===== src/rtl/sysid_checker_pkg.sv =====
// Shared definitions for the system ID checker and the sysid slave wrapper.
package sysid_checker_pkg;

  // Checker sequencing states.
  typedef enum logic [2:0] {
    ST_IDLE   = 3'd0,
    ST_REQ_ID = 3'd1,
    ST_LAT_ID = 3'd2,
    ST_REQ_TS = 3'd3,
    ST_LAT_TS = 3'd4,
    ST_DONE   = 3'd5
  } state_e;

  // Word addresses inside the sysid peripheral.
  localparam logic ADDR_ID = 1'b0;
  localparam logic ADDR_TS = 1'b1;

  // Values the stock sysid build reports.
  localparam logic [31:0] DEF_EXPECTED_ID = 32'd0;
  localparam logic [31:0] DEF_EXPECTED_TS = 32'd1579707414;

  // A read strobe is active only in the request states.
  function automatic logic is_req(state_e s);
    return (s == ST_REQ_ID) || (s == ST_REQ_TS);
  endfunction

  // Waiting for read data that the slave has already accepted.
  function automatic logic is_lat(state_e s);
    return (s == ST_LAT_ID) || (s == ST_LAT_TS);
  endfunction

endpackage


===== src/rtl/sysid_read_timer.sv =====
// Per-read timers: a watchdog that bounds the total cycles one read may take
// (stall plus latency) and a short counter that marks when accepted read data
// becomes valid.
module sysid_read_timer
  import sysid_checker_pkg::*;
#(
  parameter int READ_LATENCY   = 0,
  parameter int TIMEOUT_CYCLES = 255
) (
  input  logic clock,
  input  logic reset,
  input  logic restart,     // next cycle is the first cycle of a new read
  input  logic run,         // a read is in flight this cycle
  input  logic lat_load,    // slave accepted the read this cycle
  input  logic lat_run,     // waiting for accepted data this cycle
  output logic to_expire,   // this cycle is the last one the read may use
  output logic lat_expire   // read data is valid this cycle
);

  // Watchdog compares against the index of the final allowed cycle.
  localparam logic [15:0] TO_LAST  = 16'(TIMEOUT_CYCLES - 1);
  // Latency counter is loaded on acceptance and hits zero on the data cycle.
  localparam logic [1:0]  LAT_LAST = 2'((READ_LATENCY > 0) ? READ_LATENCY - 1 : 0);

  logic [15:0] to_cnt_q, to_cnt_d;
  logic [1:0]  lat_cnt_q, lat_cnt_d;

  // to_cnt_q holds how many cycles the current read has already used.
  // Comparing with >= lets an acceptance on the last allowed cycle still
  // expire one cycle later if latency pushes it past the budget.
  assign to_expire  = run && (to_cnt_q >= TO_LAST);
  assign lat_expire = lat_run && (lat_cnt_q == 2'd0);

  // Next-count logic for both timers; the watchdog saturates at expiry.
  always_comb begin
    to_cnt_d  = to_cnt_q;
    lat_cnt_d = lat_cnt_q;
    if (restart) begin
      to_cnt_d = '0;
    end else if (run && !to_expire) begin
      to_cnt_d = to_cnt_q + 16'd1;
    end
    if (lat_load) begin
      lat_cnt_d = LAT_LAST;
    end else if (lat_run && (lat_cnt_q != 2'd0)) begin
      lat_cnt_d = lat_cnt_q - 2'd1;
    end
  end

  // Counter registers.
  always_ff @(posedge clock or posedge reset) begin
    if (reset) begin
      to_cnt_q  <= '0;
      lat_cnt_q <= '0;
    end else begin
      to_cnt_q  <= to_cnt_d;
      lat_cnt_q <= lat_cnt_d;
    end
  end

endmodule


===== config.mk =====
export PLATFORM = sky130hd
export DESIGN_NAME = sysid_read_timer
export DESIGN_NICKNAME = d
export VERILOG_FILES = /design/src/rtl/sysid_checker_pkg.sv /design/src/rtl/sysid_read_timer.sv
export SDC_FILE = /design/constraint.sdc
export NUM_CORES = 1
export LEC_CHECK = 0
export ABC_AREA = 1
export CAP_MARGIN = 20
export CELL_PAD_IN_SITES_DETAIL_PLACEMENT = 1
export CELL_PAD_IN_SITES_GLOBAL_PLACEMENT = 1
export CORE_UTILIZATION = 35
export CTS_CLUSTER_DIAMETER = 200
export CTS_CLUSTER_SIZE = 20
export DETAILED_ROUTE_END_ITERATION = 8
export PLACE_DENSITY_LB_ADDON = 0.1
export SLEW_MARGIN = 10
export SYNTH_ARGS = -nofsm -noshare
export SYNTH_HDL_FRONTEND = slang
export SYNTH_SLANG_ARGS = --single-unit

===== constraint.sdc =====
create_clock -name clock -period 1.51 [get_ports clock]
set_input_delay 0.302 -clock clock [delete_from_list [all_inputs] [get_ports clock]]
set_output_delay 0.302 -clock clock [all_outputs]
set_load 0.01 [all_outputs]

==> results of run 1 <==
[tightest hold or removal path: stages]
cell             delay (ns)
clkdlybuf4s50_1        0.39
inv_1                  0.05
buf_4                  0.26
[flip-flops by register name, summed over array words and instances (netlist names)]
signal,count
lat_cnt_q,2
to_cnt_q,16
[repair_timing]
| action | CTS | global route |
|---|---|---|
| setup buffers | 2 | 2 |
| pin swaps | 2 | 5 |
| gates cloned | 0 | 1 |
| resized for setup | 10 | 14 |
| endpoints found under the setup margin | 2 | 6 |
| hold endpoints to repair | 0 | 0 |
[report_power, final]
part	switching [mW]	internal, mW
clock	0.173	0.147
combinational	0.118	0.113
sequential	0.0143	0.499
total	0.305	0.759
[logic make-up (layout without fill, tap and decap cells)]
kind of cell    after synthesis  in the layout  synth area share [%]
simple gates                 86             87                  37.2
buf+inv                      20             51                  7.71
flops                        18             18                  45.5
xor+xnor                      4              4                  3.54
fa+ha+maj                     3              3                  3.79
compound gates                3              3                  2.28
[placed cells by master, fill, tap and decap left out, drive strengths merged]
cell            n
ha              3
a21boi          1
dfrtp          18
nand3          15
xor2            2
nor2           32
inv            17
o21bai          1
xnor2           2
a211oi          1
clkbuf          4
nand2          40
clkdlybuf4s50   5
buf            24
clkinv          1
[layout make-up]
cell class,count,share of cell area [%]
Clock buffer,4,2.70
Sequential cell,18,33.6
Multi-Input combinational cell,97,38.7
Timing Repair Buffer,29,17.2
Inverter,18,5.03
Tap cell,30,2.80
[routing by layer]
metal / up-vias / GRT usage, % / part of all wire [%]
met5: - / 0 / 0
met1: 475 / 22.7 / 43
met2: 11 / 38.2 / 54
met4: 0 / 8.75 / 2.0
li1: 471 / - / -
met3: 6 / 3.28 / 1.4
[worst min path at each step]
stage / startpoint / to / slack (ns) / cells past startpoint
2_1_floorplan: reset / lat_cnt_q[0] / 0.24 / 1
3_5_place_dp: to_cnt_q[14] / to_cnt_q[14] / 0.49 / 2
6_report: reset / lat_cnt_q[0] / 0.30 / 3
3_3_place_gp: to_cnt_q[11] / to_cnt_q[11] / 0.47 / 2
4_1_cts: reset / lat_cnt_q[1] / 0.30 / 3
5_1_grt: reset / lat_cnt_q[0] / 0.34 / 3
[stage by stage]
step                instance area [um^2]  power (mW)  setup TNS, ns  hold slack (ns)
floorplan                            990       0.611              0            0.241
global placement                    1220       0.689         -0.490            0.472
detailed placement                  1220       0.700         -0.575            0.490
CTS                                 1260        1.03         -0.251            0.302
global route                        1340        1.12         -0.474            0.337
finish                              1340        1.06         -0.251            0.302
==> results.cfg, run 1 <==
[run_status]
result_of_the_run = complete, but fails checks
failed_checks = negative setup slack

[global_routing]
number_of_global_route_vias_before_repair = 968
antenna_found_initial = 0
grt_max_degree = 19
total_track_usage_pct = 20.5
overflow = 0
grt_pass1_wl_mm = 4.20

[timing]
worst_slew_margin_rel_pct = 83.1
timing_max_transition_violations_final = 0
final.period_utilization_pct = 117
worst-slew-pin-transition_ns = 0.254
min_period_ns = 1.76
max_freq_mhz = 568
final-setup-viol-count = 1
post-route-worst-setup-slack_ns = -0.251
finClkSkew_ns = 0.00322
report.final.hold_viol_count = 0
grt_setup_unrepaired = true

[critical_path]
critPathCaptureType = output port
setup.worst_path.class = reg -> out
cp_top_family = flip-flops
critPathCapture = to_expire
worstSetupStartpointType = register
cp-startpoint = to_cnt_q[0]
timing.reg2reg.setup_slack_ns = 0.06
critical_path.max_stage_delay_ns = 0.42
critical_path.slowest_cell = dfrtp_1
worst_ep_arrival_time_ns = 1.46
worst_ep_required_time_ns = 1.21
worstPathBufferInverterCount = 2
regToRegStartpoint = to_cnt_q[0]
crit-reg2reg-capture = to_cnt_q[8]
critical_path_depth = 7
crit_path_cell_trace = inv_2 -> ha_4 -> nor2_2 -> nor2_1 -> nand2_2 -> a21boi_1 -> buf_2
cp_max_fo = 2
worst_r2r_path_depth = 10

[floorplanning]
design.core.area_um2 = 2570
initial_utilization_pct = 38.5
chipWidth_um = 55.2
floorplan_row_count = 18
die_y_um = 55.2
die_area_um2 = 3040
floorplan.io_pins = 8

[logic_synthesis]
syn-instance-count = 134
synth_area_per_inst_um2 = 7.39
mappedNetlistArea_um2 = 990
synth-edff-count = 0
synth_cell_type_count = 18
synth-main-ff-cell = dfrtp_1
synth_top_area_cell = dfrtp_1
yosys_warnings = 0
netlist_top_cells_count = 37 x nand2_1, 31 x nor2_1, 18 x dfrtp_1
most_repeated_cell_in_the_gate_level_netlist_after_synthesis = nand2_1
synth-seq-area-share_pct = 45.5
postSynthNetCount = 143
synth_async_sr_flop_share_pct = 100
yosys-top-cells-area = dfrtp_1 46%, nand2_1 14%, nor2_1 12%
yosys_register_bits = 18
area_share_of_the_leading_cell_type_in_the_synthesized_netlist_pct = 45.5

[routing]
detail_route.drc_violations = 0
wirelength_mm = 2.84
drt_first_iter_violations = 3
avgViaCountPerCell = 4.91
via_total_after_detailed_routing = 963
first_pass_iters = 3
ant_nets = 0
route.detailed.wl_per_inst_um = 14.5

[cts]
tritoncts_num_sinks = 18
clock_tree.buffer_depth = 2
cts_tree = done
worst_skew_pair.late_latency_ns = 0.31
cts_hold_buf = 0
cts_bufs_inserted = 3
clock_tree.htree_level_count = 1
cts.reportedPaths.clkPinSlew_ns = 0.12
cts.root.buffer_cell = clkbuf_4

[final_layout]
post_layout_nonfiller_instances = 196
area_growth_syn_to_layout_pct = 35.7
final_nets = 176
regArea_um2 = 450
drive_gt1_share_pct = 27.1
final_core_utilization_pct = 52.3
fill_cells = 338
multi_input_comb_area_um2 = 519
antennaDiodeCount = 0

[worst_hold_path]
hold_path.class = in -> async

[flow_run]
maxCapViolCount = 0

[placed_design]
place.gp.congestion = 0.768
detailed_place_hpwl_mm = 1.87
port-buffer-count = 7
place_ws_ns = -0.361
numPlacedInstances = 187

[power]
power.ir.vdd_worst_v = 0.000524
power_leakage_nw = 0.660
pwr_density_cell_nw_per_um2 = 793
(Power assumes the default switching activity.)
==> run 2, diff against run 1 <==
--- a/config.mk
+++ b/config.mk
@@ -6,9 +6,10 @@
 export NUM_CORES = 1
 export LEC_CHECK = 0
 export ABC_AREA = 1
-export CAP_MARGIN = 20
+export CAP_MARGIN = 25
 export CELL_PAD_IN_SITES_DETAIL_PLACEMENT = 1
 export CELL_PAD_IN_SITES_GLOBAL_PLACEMENT = 1
+export CORE_ASPECT_RATIO = 2
 export CORE_UTILIZATION = 35
 export CTS_CLUSTER_DIAMETER = 200
 export CTS_CLUSTER_SIZE = 20
==> constraint.sdc (replaced) <==
create_clock -name clock -period 2.2 [get_ports clock]
set_input_delay 0.44 -clock clock [delete_from_list [all_inputs] [get_ports clock]]
set_output_delay 0.44 -clock clock [all_outputs]
set_load 0.01 [all_outputs]
==> run 2 against run 1 <==
  * The flow now finishes without violations
  * Sequential share of layout area is 5.4 points higher
  * Clock skew is 0.0018 ns lower
  * Design area is 14% lower
  * Critical path type unchanged
  * Highest routed layer unchanged
==> results.cfg, run 2 (synthesis gave the netlist of run 1 again) <==
[routing]
drt_first_iter_violations = 18
detail_route.drc_violations = 0
via_total_after_detailed_routing = 851
wirelength_mm = 2.19
ant_nets = 0
first_pass_iters = 3
route.detailed.wl_per_inst_um = 12.5
avgViaCountPerCell = 4.86

[placed_design]
post_dp_cell_area_um2 = 1120
port-buffer-count = 7
place.gp.congestion = 0.716
detailed_place_hpwl_mm = 1.73

[critical_path]
critical_path.max_stage_delay_ns = 0.42
worst_ep_arrival_time_ns = 1.59
setup.worst_path.class = reg -> out
critical_path.slowest_cell = dfrtp_1
cp_max_fo = 5
worstSetupStartpointType = register
crit_path_cell_trace = inv_1 -> ha_1 -> nor2_1 -> nor2_1 -> nand2_2 -> a21boi_0 -> dlygate4sd2_1
worst_ep_required_time_ns = 1.76
critical_path.most_common_cell = nor2_1
critPathCaptureType = output port

[timing]
max_freq_mhz = 492
finalSetupTns_ns = 0
worst_slew_margin_rel_pct = 76.1
report.final.hold_viol_count = 0
final.period_utilization_pct = 92.5
timing_max_transition_violations_final = 0
grt_setup_unrepaired = false
minimum_hold_slack_ns = 0.490
finClkSkew_ns = 0.00141
worst-slew-pin-transition_ns = 0.356
min_period_ns = 2.03
final-setup-viol-count = 0

[floorplanning]
chipWidth_um = 39.6
die_y_um = 77.2
initial_utilization_pct = 36.6
design.core.area_um2 = 2700
die_area_um2 = 3060
floorplan_row_count = 27
floorplan.io_pins = 8

[global_routing]
overflow = 0
total_track_usage_pct = 18.3
grt_pass1_wl_mm = 3.89
grt_max_degree = 19
antenna_found_initial = 0
number_of_global_route_vias_before_repair = 898

[cts]
cts.root.buffer_cell = clkbuf_8
clock_tree.htree_level_count = 1
worst_skew_pair.late_latency_ns = 0.25
cts_tree = done
cts.reportedPaths.clkPinSlew_ns = 0.06
clock_tree.buffer_depth = 2
cts_hold_buf = 0
postCtsSetupBuffers = 0
tritoncts_num_sinks = 18
cts_bufs_inserted = 3
cts-resized-gates = 1

[final_layout]
final_nets = 157
layout_commonest_cell = nand2_1
regMostFlops = to_cnt_q
area_growth_syn_to_layout_pct = 16.9
largest_registers = to_cnt_q: 16 flops, lat_cnt_q: 2 flops
antennaDiodeCount = 0
most_used_cells_in_the_layout_excluding_fill_and_tap_cells = 37 x nand2_1, 31 x nor2_1, 18 x dfrtp_1
finish.instance_area_um2 = 1160
drive_gt1_share_pct = 8.22
final_core_utilization_pct = 42.8
largest_register_ffs = 16

[power]
pwr_density_cell_nw_per_um2 = 584
power.ir.vdd_worst_v = 0.000408
power_leakage_nw = 0.569

[worst_hold_path]
hold_path.class = reg -> reg

[flow_run]
maxCapViolCount = 0

[run_status]
result_of_the_run = complete, no violations
run 2: cell types whose count changed in the layout (fill, tap and decap cells not counted), moves of 3 or more:
cell	change
buf_4	-18
inv_1	+4
inv_2	-4
clkbuf_4	-3
ha_1	+3
run 2: routing by layer:
| metal | wire length [um] | vias up | track usage, % |
|---|---|---|---|
| li1 | - | 430 | - |
| met1 | 846 | 411 | 19.8 |
| met2 | 1260 | 6 | 32.1 |
| met3 | 24 | 4 | 1.73 |
| met4 | 55 | 0 | 9.31 |
| met5 | 0 | - | 0 |
run 2: worst paths after layout:
kind / depth (start not counted) / slack [ns] / startpoint / end
worst min register to register: 2 / 0.49 / to_cnt_q[11] / to_cnt_q[11]
min in group asynchronous: 3 / 0.50 / reset / to_cnt_q[2]
worst min-delay path: 2 / 0.49 / to_cnt_q[11] / to_cnt_q[11]
max in group asynchronous: 3 / 1.50 / reset / to_cnt_q[1]
worst max-delay path: 7 / 0.17 / to_cnt_q[0] / to_expire
worst max register to register: 9 / 0.77 / to_cnt_q[0] / to_cnt_q[1]
run 2: per-stage QoR:
step / std cells / setup WS [ns] / power (mW)
floorplan: 134 / 0.628 / 0.419
global placement: 172 / 0.120 / 0.453
detailed placement: 172 / 0.122 / 0.460
CTS: 175 / 0.151 / 0.686
global route: 175 / 0.0392 / 0.718
finish: 175 / 0.166 / 0.676
run 2: critical path, delay by kind of cell (launching register included):
family	cells	cell delay (ns)
compound gates	1	0.17
fa+ha+maj	1	0.14
flops	1	0.42
buf+inv	2	0.38
simple gates	3	0.23
run 2: power by group:
group / switching, mW / internal, mW
logic: 0.0545 / 0.0401
registers: 0.0132 / 0.343
clock network: 0.104 / 0.122
run 2: layout make-up:
| type | count | area (um^2) |
|---|---|---|
| clock buffer | 3 | 41.3 |
| fill | 360 | 1550 |
| inverter | 18 | 67.6 |
| multi-input combinational | 96 | 463 |
| sequential | 18 | 450 |
| tap | 29 | 36.3 |
| timing repair buffer | 11 | 98.8 |
==> run 3, diff against run 2 <==
--- a/config.mk
+++ b/config.mk
@@ -9,8 +9,7 @@
 export CAP_MARGIN = 25
 export CELL_PAD_IN_SITES_DETAIL_PLACEMENT = 1
 export CELL_PAD_IN_SITES_GLOBAL_PLACEMENT = 1
-export CORE_ASPECT_RATIO = 2
-export CORE_UTILIZATION = 35
+export CORE_UTILIZATION = 44
 export CTS_CLUSTER_DIAMETER = 200
 export CTS_CLUSTER_SIZE = 20
 export DETAILED_ROUTE_END_ITERATION = 8
==> run 3 against run 2 <==
  * Clock power fell by 6%
  * Hold slack improved by 0.0064 ns
  * Final cell count fell by 1.1%
  * Highest routed layer unchanged
  * Critical path depth did not move
  * Wire length rose by 1.6%
  * Global-route usage rose by 3.4 points
==> results.cfg, run 3 (synthesis gave the netlist of run 1 again) <==
[power]
power_leakage_nw = 0.564
pwr_density_cell_nw_per_um2 = 582
post-layout-total-power_uw = 665
power.ir.vdd_worst_v = 0.000411

[placed_design]
place.gp.congestion = 0.763
place_ws_ns = 0.0898
post_dp_cell_area_um2 = 1100
port-buffer-count = 7
detailed_place_hpwl_mm = 1.58
numPlacedInstances = 168

[final_layout]
most_used_cells_in_the_layout_excluding_fill_and_tap_cells = 37 x nand2_1, 31 x nor2_1, 18 x dfrtp_1
final_nets = 156
largest_registers = to_cnt_q: 16 flops, lat_cnt_q: 2 flops
regMostFlops = to_cnt_q
layout_commonest_cell = nand2_1
drive_gt1_share_pct = 8.22
post_layout_nonfiller_instances = 173
largest_register_ffs = 16
antennaDiodeCount = 0
finish.instance_area_um2 = 1140
area_growth_syn_to_layout_pct = 15.4

[critical_path]
timing.reg2reg.setup_slack_ns = 0.70
critical_path.most_common_cell = nor2_1
regToRegStartpoint = to_cnt_q[0]
critical_path.slowest_cell = dfrtp_1
critical_path.max_stage_delay_ns = 0.42
cp_max_fo = 3
worst_ep_required_time_ns = 1.76
worstSetupStartpointType = register
worst_ep_arrival_time_ns = 1.65
critPathCaptureType = output port
setup.worst_path.class = reg -> out
crit-reg2reg-capture = to_cnt_q[8]
worst_r2r_path_depth = 10
crit_path_cell_trace = inv_1 -> ha_1 -> nor2_1 -> nor2_1 -> nand2_2 -> a21boi_0 -> dlygate4sd2_1

[global_routing]
overflow = 0
grt_pass1_wl_mm = 4.01
antenna_found_initial = 0
total_track_usage_pct = 21.7
number_of_global_route_vias_before_repair = 886
grt_max_degree = 19

[timing]
worst-slew-pin-transition_ns = 0.684
min_period_ns = 2.09
post-route-worst-setup-slack_ns = 0.106
final.period_utilization_pct = 95.2
timing_max_transition_violations_final = 0
worst_slew_margin_rel_pct = 54.3
max_freq_mhz = 478
report.final.hold_viol_count = 0
final-setup-viol-count = 0
minimum_hold_slack_ns = 0.496
finClkSkew_ns = 0.00933

[cts]
cts.reportedPaths.clkPinSlew_ns = 0.11
tritoncts_num_sinks = 18
worst_skew_pair.late_latency_ns = 0.31
clock_tree.buffer_depth = 2
cts.root.buffer_cell = clkbuf_4
cts_hold_buf = 0
cts_bufs_inserted = 3
cts_tree = done
clock_tree.htree_level_count = 1

[routing]
via_total_after_detailed_routing = 874
detail_route.drc_violations = 0
ant_nets = 0
avgViaCountPerCell = 5.05
route.detailed.wl_per_inst_um = 12.9
first_pass_iters = 4
wirelength_mm = 2.23
drt_first_iter_violations = 14

[worst_hold_path]
worstHoldPathCells = 2
hp-start = to_cnt_q[13]
hold_path.class = reg -> reg
timing.hold.worst_endpoint = to_cnt_q[13]

[floorplanning]
floorplan.io_pins = 8
die_area_um2 = 2440
initial_utilization_pct = 48.5
chipWidth_um = 49.4
design.core.area_um2 = 2040
die_y_um = 49.4
floorplan_row_count = 16

[run_status]
result_of_the_run = complete, no violations

[flow_run]
maxCapViolCount = 0
run 3: changes by cell type in the layout (fill, tap and decap cells not counted), sizes merged:
cell / before / now
buf: 4 / 3
clkbuf: 3 / 4
run 3: worst max-delay path by stage:
stage,startpoint,endpoint,cells past startpoint
6_report,to_cnt_q[0],to_expire,7
5_1_grt,to_cnt_q[0],to_expire,7
4_1_cts,to_cnt_q[0],to_expire,7
3_5_place_dp,run,to_expire,3
3_3_place_gp,run,to_expire,3
2_1_floorplan,to_cnt_q[0],to_expire,6
run 3: critical path: cells and delay by family, from the launching register on:
kind | cells | cell delay, ns
adders and majority gates | 1 | 0.14
AOI/OAI and AO/OA | 1 | 0.17
and+or+nand+nor | 3 | 0.24
buffers and inverters | 2 | 0.37
DFF | 1 | 0.42
run 3: power by group:
| part | leakage (nW) | internal [mW] | switching [mW] |
|---|---|---|---|
| clock | 0.0210 | 0.101 | 0.112 |
| sequential | 0.249 | 0.343 | 0.0120 |
| combinational | 0.294 | 0.0415 | 0.0560 |
run 3: layout make-up:
| class | count | area (um^2) |
|---|---|---|
| multi-input combinational | 96 | 463 |
| tap | 27 | 33.8 |
| timing repair buffer | 10 | 91.3 |
| sequential | 18 | 450 |
| fill | 273 | 900 |
| inverter | 18 | 67.6 |
| clock buffer | 4 | 36.3 |
run 3: stage by stage:
stage / utilization, % / setup TNS, ns
after floorplan: - / 0
after global placement: 53.9 / 0
after detailed placement: 53.9 / 0
after CTS: 55.6 / 0
after global routing: 55.9 / -0.00198
final: 55.9 / 0
run 3: metal layers:
metal	share of wire (%)	vias up	wire, um	GRT usage, %
li1	-	429	-	-
met2	51	12	1130	37.7
met1	46	430	1020	27.2
met3	2.6	3	57	5.61
met4	1.0	0	23	4.29
met5	0	-	0	0
run 3: timing repair:
item / 4_1_cts / 5_1_grt
setup endpoints to repair: 1 / 1
gates resized for setup: 1 / 0
buffers inserted: 0 / 1
